[config.mk]
export PLATFORM = sky130hd
export DESIGN_NAME = serializer_10b
export DESIGN_NICKNAME = d
export VERILOG_FILES = /design/src/rtl/serializer_10b.sv
export SDC_FILE = /design/constraint.sdc
export NUM_CORES = 1
export LEC_CHECK = 0
export ABC_AREA = 1
export CAP_MARGIN = 20
export CORE_MARGIN = 2
export CORE_UTILIZATION = 24
export DETAILED_ROUTE_END_ITERATION = 10
export GPL_ROUTABILITY_DRIVEN = 0
export HOLD_SLACK_MARGIN = 0.08
export SLEW_MARGIN = 10
export SYNTH_ARGS = -nofsm -noshare
export SYNTH_HDL_FRONTEND = slang
export SYNTH_SLANG_ARGS = --single-unit
[constraint.sdc]
create_clock -name clk -period 1.8 [get_ports clk]
set_input_delay 0.45 -clock clk [delete_from_list [all_inputs] [get_ports clk]]
set_output_delay 0.45 -clock clk [all_outputs]
set_load 0.01 [all_outputs]
[src/rtl/serializer_10b.sv]
// serializer_10b: 10-bit parallel-to-serial transmit stage, MSB (bit a) first.
// One-entry hold buffer ahead of the shifter; inserts IDLE_SYM when starved.
module serializer_10b #(
  parameter logic [9:0] IDLE_SYM = 10'b0011111010
) (
  input  logic       clk,
  input  logic       reset_L,
  input  logic       tx_en,
  input  logic [9:0] sym_in,
  input  logic       sym_valid,
  output logic       sym_ready,
  output logic       data_out,
  output logic       data_out_valid,
  output logic       sym_start,
  output logic       idle_ins
);

  typedef enum logic {IDLE, RUN} state_t;

  state_t     state, state_nx;
  logic [9:0] sreg, sreg_nx;
  logic [9:0] hold, hold_nx;
  logic [3:0] bit_cnt, bit_cnt_nx;
  logic       hold_full, hold_full_nx;
  logic       dov_nx, start_nx, idle_nx;

  logic       at_end, load, shift, stop;
  logic       xfer, bypass, idle_sel;
  logic [9:0] sel;

  assign at_end = (bit_cnt == 4'd9);
  assign load   = tx_en & ((state == IDLE) | at_end);
  assign shift  = (state == RUN) & ~at_end;
  assign stop   = (state == RUN) & at_end & ~tx_en;

  assign xfer     = sym_valid & ~hold_full;
  assign bypass   = load & xfer;
  assign idle_sel = ~hold_full & ~sym_valid;
  assign sel      = hold_full ? hold :
                    sym_valid ? sym_in : IDLE_SYM;

  assign sym_ready = ~hold_full;
  assign data_out  = sreg[9];

  always_ff @(posedge clk or negedge reset_L) begin
    if (!reset_L) state <= IDLE;
    else          state <= state_nx;
  end

  always_comb begin
    state_nx = state;
    if (load)      state_nx = RUN;
    else if (stop) state_nx = IDLE;
  end

  always_comb begin
    sreg_nx      = sreg;
    bit_cnt_nx   = bit_cnt;
    dov_nx       = data_out_valid;
    start_nx     = 1'b0;
    idle_nx      = 1'b0;
    hold_nx      = hold;
    hold_full_nx = hold_full;
    unique case (1'b1)
      load: begin
        sreg_nx    = sel;
        bit_cnt_nx = 4'd0;
        dov_nx     = 1'b1;
        start_nx   = 1'b1;
        idle_nx    = idle_sel;
      end
      shift: begin
        sreg_nx    = {sreg[8:0], 1'b0};
        bit_cnt_nx = bit_cnt + 4'd1;
      end
      stop: begin
        sreg_nx    = '0;
        bit_cnt_nx = 4'd0;
        dov_nx     = 1'b0;
      end
      default: ;
    endcase
    // Hold drains only on a load; it fills on any non-bypass transfer.
    if (load & hold_full) begin
      hold_full_nx = 1'b0;
    end else if (xfer & ~bypass) begin
      hold_nx      = sym_in;
      hold_full_nx = 1'b1;
    end
  end

  always_ff @(posedge clk or negedge reset_L) begin
    if (!reset_L) begin
      sreg           <= '0;
      bit_cnt        <= '0;
      hold           <= '0;
      hold_full      <= 1'b0;
      data_out_valid <= 1'b0;
      sym_start      <= 1'b0;
      idle_ins       <= 1'b0;
    end else begin
      sreg           <= sreg_nx;
      bit_cnt        <= bit_cnt_nx;
      hold           <= hold_nx;
      hold_full      <= hold_full_nx;
      data_out_valid <= dov_nx;
      sym_start      <= start_nx;
      idle_ins       <= idle_nx;
    end
  end

endmodule

==> flow_metrics.tcl, run 1 <==
set metrics [dict create \
    status "complete, no violations" \
    chipWidth_um 84.27 \
    num_vias 1233 \
    relSlewSlack_pct 73.67 \
    cts_buffers 5 \
    core_um2 6277 \
    ff2ff_path_depth 8 \
    ctsLongestPathBuffers 2 \
    design_area_um2 1904 \
    min_delay_path_depth 2 \
    syn_nets 206 \
    setup_violations 0 \
    drc 0 \
    root_buffer "clkbuf_8" \
    cellLeakagePower_nw 0.9711 \
    nFillCells 678 \
    netlist_area_um2 1546 \
    min_path_type "reg -> reg" \
    die-area_um2 7101 \
    end_kind "primary output" \
    synthDistinctLibCells 26 \
    crit_arrival_ns 1.27 \
    io_pins 19 \
    p_total_mw 2.713 \
    ant_nets 0 \
    cts-hold-fix-buffers 0 \
    fin_crit_sh_pct 95.37 \
    rsz0062_at_grt "no" \
    synth_cells 190 \
    regArea_um2 725.7 \
    clk_pin_slew_ns 0.06 \
    dpl_cell_area_um2 1818 \
    vdd_drop_max_mv 0.6232 \
    multi_input_area_um2 669.4 \
    synth.largest_area_cell "dfrtp_1" \
    grt_overflow 0 \
    tns_ns 0 \
    finalHoldViolCount 0 \
    yosys-top-cells-area "dfrtp_1 (47%), nand2_1 (14%), nand3_1 (7.8%)" \
    wl_um 3099 \
    drive_above_1_share_pct 13.49 \
    maxSlewViolCount 0 \
    grt_pass1_vias 1143 \
    required_ns 1.35 \
    synth-seq-cells 29 \
    wl_per_cell_um 10.61 \
    drt_iter0_drc 75 \
    cts.sinks 29 \
    cts.repair.resized 0 \
    dp_hpwl_um 2232 \
    port_buffers 18 \
    start_util_pct 24.64 \
    rows 29 \
    grt_max_degree 30 \
    grt_usage_pct 9.622 \
    htreeDepth 2 \
    tightest_slew_ns 0.3949 \
    grt_pass1_wl_um 5451 \
    ys.warnings.count 0 \
    vias_per_cell 4.223 \
    yosysSeqAreaShare_pct 46.93 \
    finalWorstPathRequiredPeriod_ns 1.717 \
    timing.fmax_ghz 0.5825 \
    area_growth_pct 23.14 \
    synth_top_area_share_pct 46.93 \
    antenna_found_initial 0 \
    first_pass_iters 4 \
    clock_skew_ns 0.004667 \
    crit_type "reg -> out" \
    startpoint_type "flop" \
    cts_tree "yes" \
    die_h_um 84.27 \
    max-cap-violations 0 \
    clk_latency_ns 0.28 \
    avgSynthCellArea_um2 8.139 \
    powerDensity_nw_per_um2 1425 \
    cts_setup_buffers 0 \
    antennaDiodeCount 0 \
    fin_nets 231 \
    cp_max_fo 2 \
]
==> cell usage in the layout (no fill, tap or decap) <==
cell and count:
inv_2 1, a31oi_1 1, o22ai_1 1, clkbuf_1 1, a21oi_1 12, nand3_1 24
o21ai_0 2, nand4_1 1, o21ai_2 6, buf_4 8, xor2_1 1, nor2_4 1
nor3_1 1, dfrtp_1 29, nand2_4 1, nand2_1 58, a22oi_1 1, ha_1 2
nor2_1 12, clkdlybuf4s50_1 18, nand2_8 2, nand3_4 1, inv_1 22, clkbuf_8 6
nand2_2 3
==> routing by layer <==
layer	up-vias	routed length, um	track usage (%)
met1	558	1489	12.65
met4	0	67	4.839
met2	19	1439	14.65
met3	6	102	2.458
li1	650	-	-
met5	-	0	0
==> stage by stage <==
step	setup WS, ns	cells	hold slack (ns)	utilization (%)
after floorplan	0.4443	190	0.1544	-
after global placement	0.2034	285	0.4590	28.96
after detailed placement	0.1731	285	0.4635	28.96
after CTS	0.06529	292	0.4773	30.34
after global routing	0.02342	292	0.5024	30.34
final	0.08340	292	0.4730	30.34
==> final timing paths <==
| kind | from | to | slack (ns) |
|---|---|---|---|
| hold / removal | data_out_valid | data_out_valid | 0.47 |
| hold reg to reg | data_out_valid | data_out_valid | 0.47 |
| max in group asynchronous | reset_L | sreg[6] | 0.96 |
| min in group asynchronous | reset_L | bit_cnt[3] | 0.57 |
| setup reg to reg | bit_cnt[1] | hold[5] | 0.29 |
| setup / recovery | hold_full | sym_ready | 0.08 |
==> worst max-delay path: stages (launching register included) <==
cell and delay [ns]:
dfrtp_1 0.38, inv_1 0.07, clkdlybuf4s50_1 0.53
==> state kept, by name, indices dropped and copies added, names as in the netlist <==
| signal | flops |
|---|---|
| hold | 10 |
| sreg | 10 |
| bit_cnt | 4 |
| data_out_valid | 1 |
| hold_full | 1 |
| idle_ins | 1 |
| state | 1 |
| sym_start | 1 |
==> kinds of logic after synthesis <==
logic type / Yosys count / share of synthesized area (%)
XOR/XNOR: 1 / 0.5664
AND/OR/NAND/NOR: 104 / 31.88
AO/OA/AOI/OAI: 23 / 9.224
adder cells (fa/ha/maj): 2 / 1.618
flip-flops: 29 / 46.93
buffers and inverters: 31 / 9.789
==> synthesized netlist by cell type <==
library cell,number
a21oi_1,12
ha_1,2
inv_2,1
nand3_1,24
nand3_4,1
buf_6,1
nand4_1,1
nor2_1,12
a22oi_1,1
o21ai_2,6
nor3_1,1
inv_1,22
nand2_1,58
nand2_2,3
buf_4,2
nand2_4,1
a31oi_1,1
nor2_4,1
nand2_8,2
dfrtp_1,29
buf_2,3
xor2_1,1
o21ai_0,2
buf_12,1
clkbuf_1,1
o22ai_1,1
==> cell type report <==
| class | instances | share of cell area (%) |
|---|---|---|
| multi-input combinational | 130 | 35.15 |
| inverter | 23 | 4.533 |
| sequential | 29 | 38.11 |
| clock buffer | 7 | 4.533 |
| tap | 77 | 5.059 |
| timing repair buffer | 26 | 12.61 |
==> power breakdown <==
part / internal (mW) / leakage, nW / switching [mW]
sequential: 0.905 / 0.368 / 0.165
combinational: 0.471 / 0.559 / 0.635
clock: 0.302 / 0.0443 / 0.235
(Power assumes the default switching activity.)
==> run 2, diff against run 1 <==
--- a/config.mk
+++ b/config.mk
@@ -12,6 +12,7 @@
 export DETAILED_ROUTE_END_ITERATION = 10
 export GPL_ROUTABILITY_DRIVEN = 0
 export HOLD_SLACK_MARGIN = 0.08
+export PLACE_DENSITY = 0.43
 export SLEW_MARGIN = 10
 export SYNTH_ARGS = -nofsm -noshare
 export SYNTH_HDL_FRONTEND = slang
==> flow_metrics.tcl, run 2 (synthesized netlist as in run 1, its figures left out) <==
set metrics [dict create \
    first_pass_iters 5 \
    fin_cells 291 \
    rsz0062_at_grt "no" \
    drive_above_1_share_pct 13.08 \
    status "complete, no violations" \
    root_buffer "clkbuf_8" \
    area_growth_pct 23.46 \
    power_frac_seq_pct 39.1 \
    grt_util_met3_pct 2.655 \
    antennaDiodeCount 0 \
    chipWidth_um 84.27 \
    finalWorstPathRequiredPeriod_ns 1.707 \
    cts.sinks 29 \
    powerDensity_nw_per_um2 1428 \
    cts_setup_buffers 0 \
    layout_commonest_cell "nand2_1" \
    required_ns 1.35 \
    die-area_um2 7101 \
    wl_per_cell_um 11.37 \
    startpoint_type "flop" \
    crit_arrival_ns 1.26 \
    swShare_pct 38.32 \
    crit_type "reg -> out" \
    vdd_drop_max_mv 0.4617 \
    dp_hpwl_um 2335 \
    fin_ws_ns 0.09339 \
    cellLeakagePower_nw 0.9733 \
    regArea_um2 725.7 \
    ctsLongestPathBuffers 2 \
    port_buffers 18 \
    die_h_um 84.27 \
    cts_buffers 5 \
    place_inst 284 \
    ant_nets 0 \
    pre_cts_slack_ns 0.1580 \
    met2_usage_pct 15.66 \
    whs_ns 0.4702 \
    power.share.clock_pct 19.9 \
    fin_crit_sh_pct 94.81 \
    rows 29 \
    end_kind "primary output" \
    p_total_mw 2.727 \
    grt_max_degree 30 \
    htreeDepth 2 \
    cts_tree "yes" \
    nFillCells 694 \
    finalHoldViolCount 0 \
    p_int_mw 1.682 \
    grt_busiest_layer "met2" \
    vias_per_cell 4.203 \
    tightest_slew_ns 0.3952 \
    grt_pass1_wl_um 5775 \
    combPwrFrac_pct 41.1 \
    cts.repair.resized 0 \
    drt_iter0_drc 60 \
    p_sw_mw 1.045 \
    maxSlewViolCount 0 \
    cts-hold-fix-buffers 0 \
    antenna_found_initial 0 \
    min_path_type "reg -> reg" \
    core_um2 6277 \
    fin_nets 230 \
    tns_ns 0 \
    timing.fmax_ghz 0.5860 \
    grt_overflow 0 \
    clock_skew_ns 0.003175 \
    clk_pin_slew_ns 0.06 \
    relSlewSlack_pct 73.66 \
    start_util_pct 24.64 \
    grt_pass1_vias 1173 \
    reg.largest.list "hold: 10 flops, sreg: 10 flops, bit_cnt: 4 flops" \
    cp_max_fo 2 \
    grt_usage_pct 10.25 \
    io_pins 19 \
    setup_violations 0 \
    met1_usage_pct 13.54 \
    final_cell_mix "nand2_1 (58), dfrtp_1 (29), nand3_1 (24)" \
    num_vias 1223 \
    clk_latency_ns 0.28 \
    multi_input_area_um2 669.4 \
    drc 0 \
    max-cap-violations 0 \
    wl_um 3308 \
]
## run 2: cell count changes in the layout (fill, tap and decap cells not counted)
cell / delta
buf_12: +1
buf_4: -2
## run 2: power groups by stage
| stage | registers, mW | clock network (mW) | logic [mW] |
|---|---|---|---|
| 5_1_grt | 1.10 | 0.607 | 1.30 |
| 2_1_floorplan | 1.06 | 0 | 0.853 |
| 4_1_cts | 1.07 | 0.570 | 1.15 |
| 3_5_place_dp | 1.08 | 0 | 1.14 |
| 3_3_place_gp | 1.08 | 0 | 1.13 |
| 6_report | 1.06 | 0.541 | 1.12 |
## run 2: through the flow
step / util (%) / cell area, um^2
finish: 30.42 / 1909
global route: 30.42 / 1909
CTS: 30.42 / 1909
detailed placement: 29.04 / 1823
global placement: 29.04 / 1823
floorplan: - / 1546
## run 2: cell type report
cell class	instances	share of cell area, %
timing repair buffer	25	12.84
inverter	23	4.522
clock buffer	7	4.522
multi-input combinational	130	35.06
sequential	29	38.01
tap	77	5.046
## run 2: critical path, stage by stage, from the launching register on
cell and delay [ns]:
dfrtp_1 0.37, inv_1 0.07, clkdlybuf4s50_1 0.53
## run 2: path summary, 6_finish.rpt
check	startpoint	cells after the start	slack [ns]	to
setup / recovery	hold_full	2	0.09	sym_ready
hold / removal	hold[9]	2	0.47	hold[9]
setup reg to reg	bit_cnt[1]	8	0.26	hold[2]
hold reg to reg	hold[9]	2	0.47	hold[9]
max in group asynchronous	reset_L	2	0.95	hold[5]
min in group asynchronous	reset_L	2	0.56	data_out_valid
## run 2: routing by layer
layer / vias up / share of wire [%]
met3: 6 / 3.4
met5: - / 0
met2: 23 / 47
met1: 548 / 48
met4: 0 / 2.1
li1: 646 / -
==> run 3, diff against run 2 <==
--- a/config.mk
+++ b/config.mk
@@ -8,11 +8,11 @@
 export ABC_AREA = 1
 export CAP_MARGIN = 20
 export CORE_MARGIN = 2
-export CORE_UTILIZATION = 24
+export CORE_UTILIZATION = 54
 export DETAILED_ROUTE_END_ITERATION = 10
 export GPL_ROUTABILITY_DRIVEN = 0
 export HOLD_SLACK_MARGIN = 0.08
-export PLACE_DENSITY = 0.43
+export PLACE_DENSITY = 0.8
 export SLEW_MARGIN = 10
 export SYNTH_ARGS = -nofsm -noshare
 export SYNTH_HDL_FRONTEND = slang
==> flow_metrics.tcl, run 3 (synthesized netlist as in run 1, its figures left out) <==
set metrics [dict create \
    cp_slowest_stage_delay_ns 0.53 \
    core_um2 2734 \
    ff2ff_path_depth 8 \
    num_vias 1275 \
    required_ns 1.35 \
    root_buffer "clkbuf_4" \
    wl_met2_um 1390 \
    tightest_slew_ns 0.3613 \
    reg2reg_from "bit_cnt[1]" \
    drt_iter0_drc 46 \
    grt_pass1_wl_um 5133 \
    cts_buffers 5 \
    layout_commonest_cell "nand2_1" \
    drive_above_1_share_pct 13.08 \
    crit_arrival_ns 1.22 \
    wl_um 2898 \
    first_pass_iters 4 \
    die_h_um 57.52 \
    status "complete, no violations" \
    grt_overflow 0 \
    maxSlewViolCount 0 \
    timing.rr.end "hold[3]" \
    finalHoldViolCount 0 \
    dp_hpwl_um 2086 \
    drc 0 \
    grt_pass1_vias 1160 \
    hp-start "hold[9]" \
    ctsLongestPathBuffers 2 \
    chipWidth_um 57.52 \
    rows 19 \
    cts.sinks 29 \
    fin_crit_sh_pct 92.72 \
    min_delay_path_depth 2 \
    startpoint_type "flop" \
    timing.fmax_ghz 0.5992 \
    fin_ws_ns 0.1311 \
    htreeDepth 2 \
    clock_skew_ns 0.008760 \
    path_delay_family "buffers and inverters" \
    cts_setup_buffers 0 \
    cellLeakagePower_nw 0.9770 \
    reg2reg_slack_ns 0.29 \
    die-area_um2 3308 \
    port_buffers 18 \
    met3RoutedLength_um 118 \
    area_growth_pct 17.88 \
    start_util_pct 56.57 \
    finalWorstPathRequiredPeriod_ns 1.669 \
    ant_nets 0 \
    powerDensity_nw_per_um2 1415 \
    cp_cell_sequence "clkdlybuf4s50_1" \
    crit_type "reg -> out" \
    multi_input_area_um2 669.4 \
    min_path_type "reg -> reg" \
    fin_nets 230 \
    tns_ns 0 \
    grt_usage_pct 20.62 \
    highest_layer "met4" \
    antennaDiodeCount 0 \
    end_kind "primary output" \
    worstHoldEndpoint "hold[9]" \
    nFillCells 224 \
    setup_violations 0 \
    io_pins 19 \
    pre_cts_slack_ns 0.1430 \
    relSlewSlack_pct 75.91 \
    cts_tree "yes" \
    cp_num_buf_inv 1 \
    max-cap-violations 0 \
    grt_max_degree 30 \
    vias_per_cell 5.204 \
    final_cell_mix "nand2_1 (58), dfrtp_1 (29), nand3_1 (24)" \
    cp_max_fo 2 \
    clk_pin_slew_ns 0.08 \
    vdd_drop_max_mv 0.9988 \
    regArea_um2 725.7 \
    rsz0062_at_grt "no" \
    wl_per_cell_um 11.83 \
    drt-met1-wl_um 1334 \
    reg.largest.list "hold: 10 flops, sreg: 10 flops, bit_cnt: 4 flops" \
    clk_latency_ns 0.33 \
    antenna_found_initial 0 \
    critPathSlowestCell "clkdlybuf4s50_1" \
]
run 3: layout make-up:
type | instances | share of cell area, %
Sequential cell | 29 | 39.81
Timing Repair Buffer | 25 | 13.59
Inverter | 23 | 4.736
Multi-Input combinational cell | 130 | 36.72
Clock buffer | 7 | 3.020
Tap cell | 31 | 2.128
run 3: timing repair:
action | in CTS | in global routing
hold buffers | 0 | 0
endpoints found under the setup margin | 0 | 1
gates resized for setup | 0 | 1
run 3: routing by layer:
metal | global-route usage (%) | vias to the layer above
met1 | 26.36 | 598
met2 | 31.98 | 23
met4 | 7.973 | 0
met3 | 7.483 | 5
li1 | - | 649
met5 | 0 | -
run 3: worst min-delay path: stages (launching register included):
cell     delay, ns
dfrtp_1       0.35
nand2_1       0.05
nand2_1       0.05
run 3: metrics by stage:
step           util [%]  cell area (um^2)  instances  hold WS (ns)  power, mW
2_1_floorplan         -              1546        190        0.1544      1.913
3_3_place_gp      64.58              1765        238        0.4540      2.148
3_5_place_dp      64.58              1765        238        0.4593      2.197
4_1_cts           66.59              1821        245        0.4801      2.601
5_1_grt           66.68              1823        245        0.5113      2.794
6_report          66.68              1823        245        0.4775      2.580
run 3: where the power goes:
group	internal, mW	total, mW	switching [mW]
Clock	0.184	0.399	0.215
Combinational	0.471	1.11	0.643
Sequential	0.903	1.07	0.164
Total	1.56	2.58	1.02
run 3: how the worst max path moves through the flow:
stage / startpoint / cells past startpoint / to / slack [ns]
floorplan: bit_cnt[1] / 9 / hold[1] / 0.44
global placement: tx_en / 7 / sreg[3] / 0.19
detailed placement: tx_en / 7 / sreg[4] / 0.14
CTS: hold_full / 2 / sym_ready / 0.02
global route: data_out_valid / 1 / data_out_valid / 0.08
finish: sreg[9] / 1 / data_out / 0.13
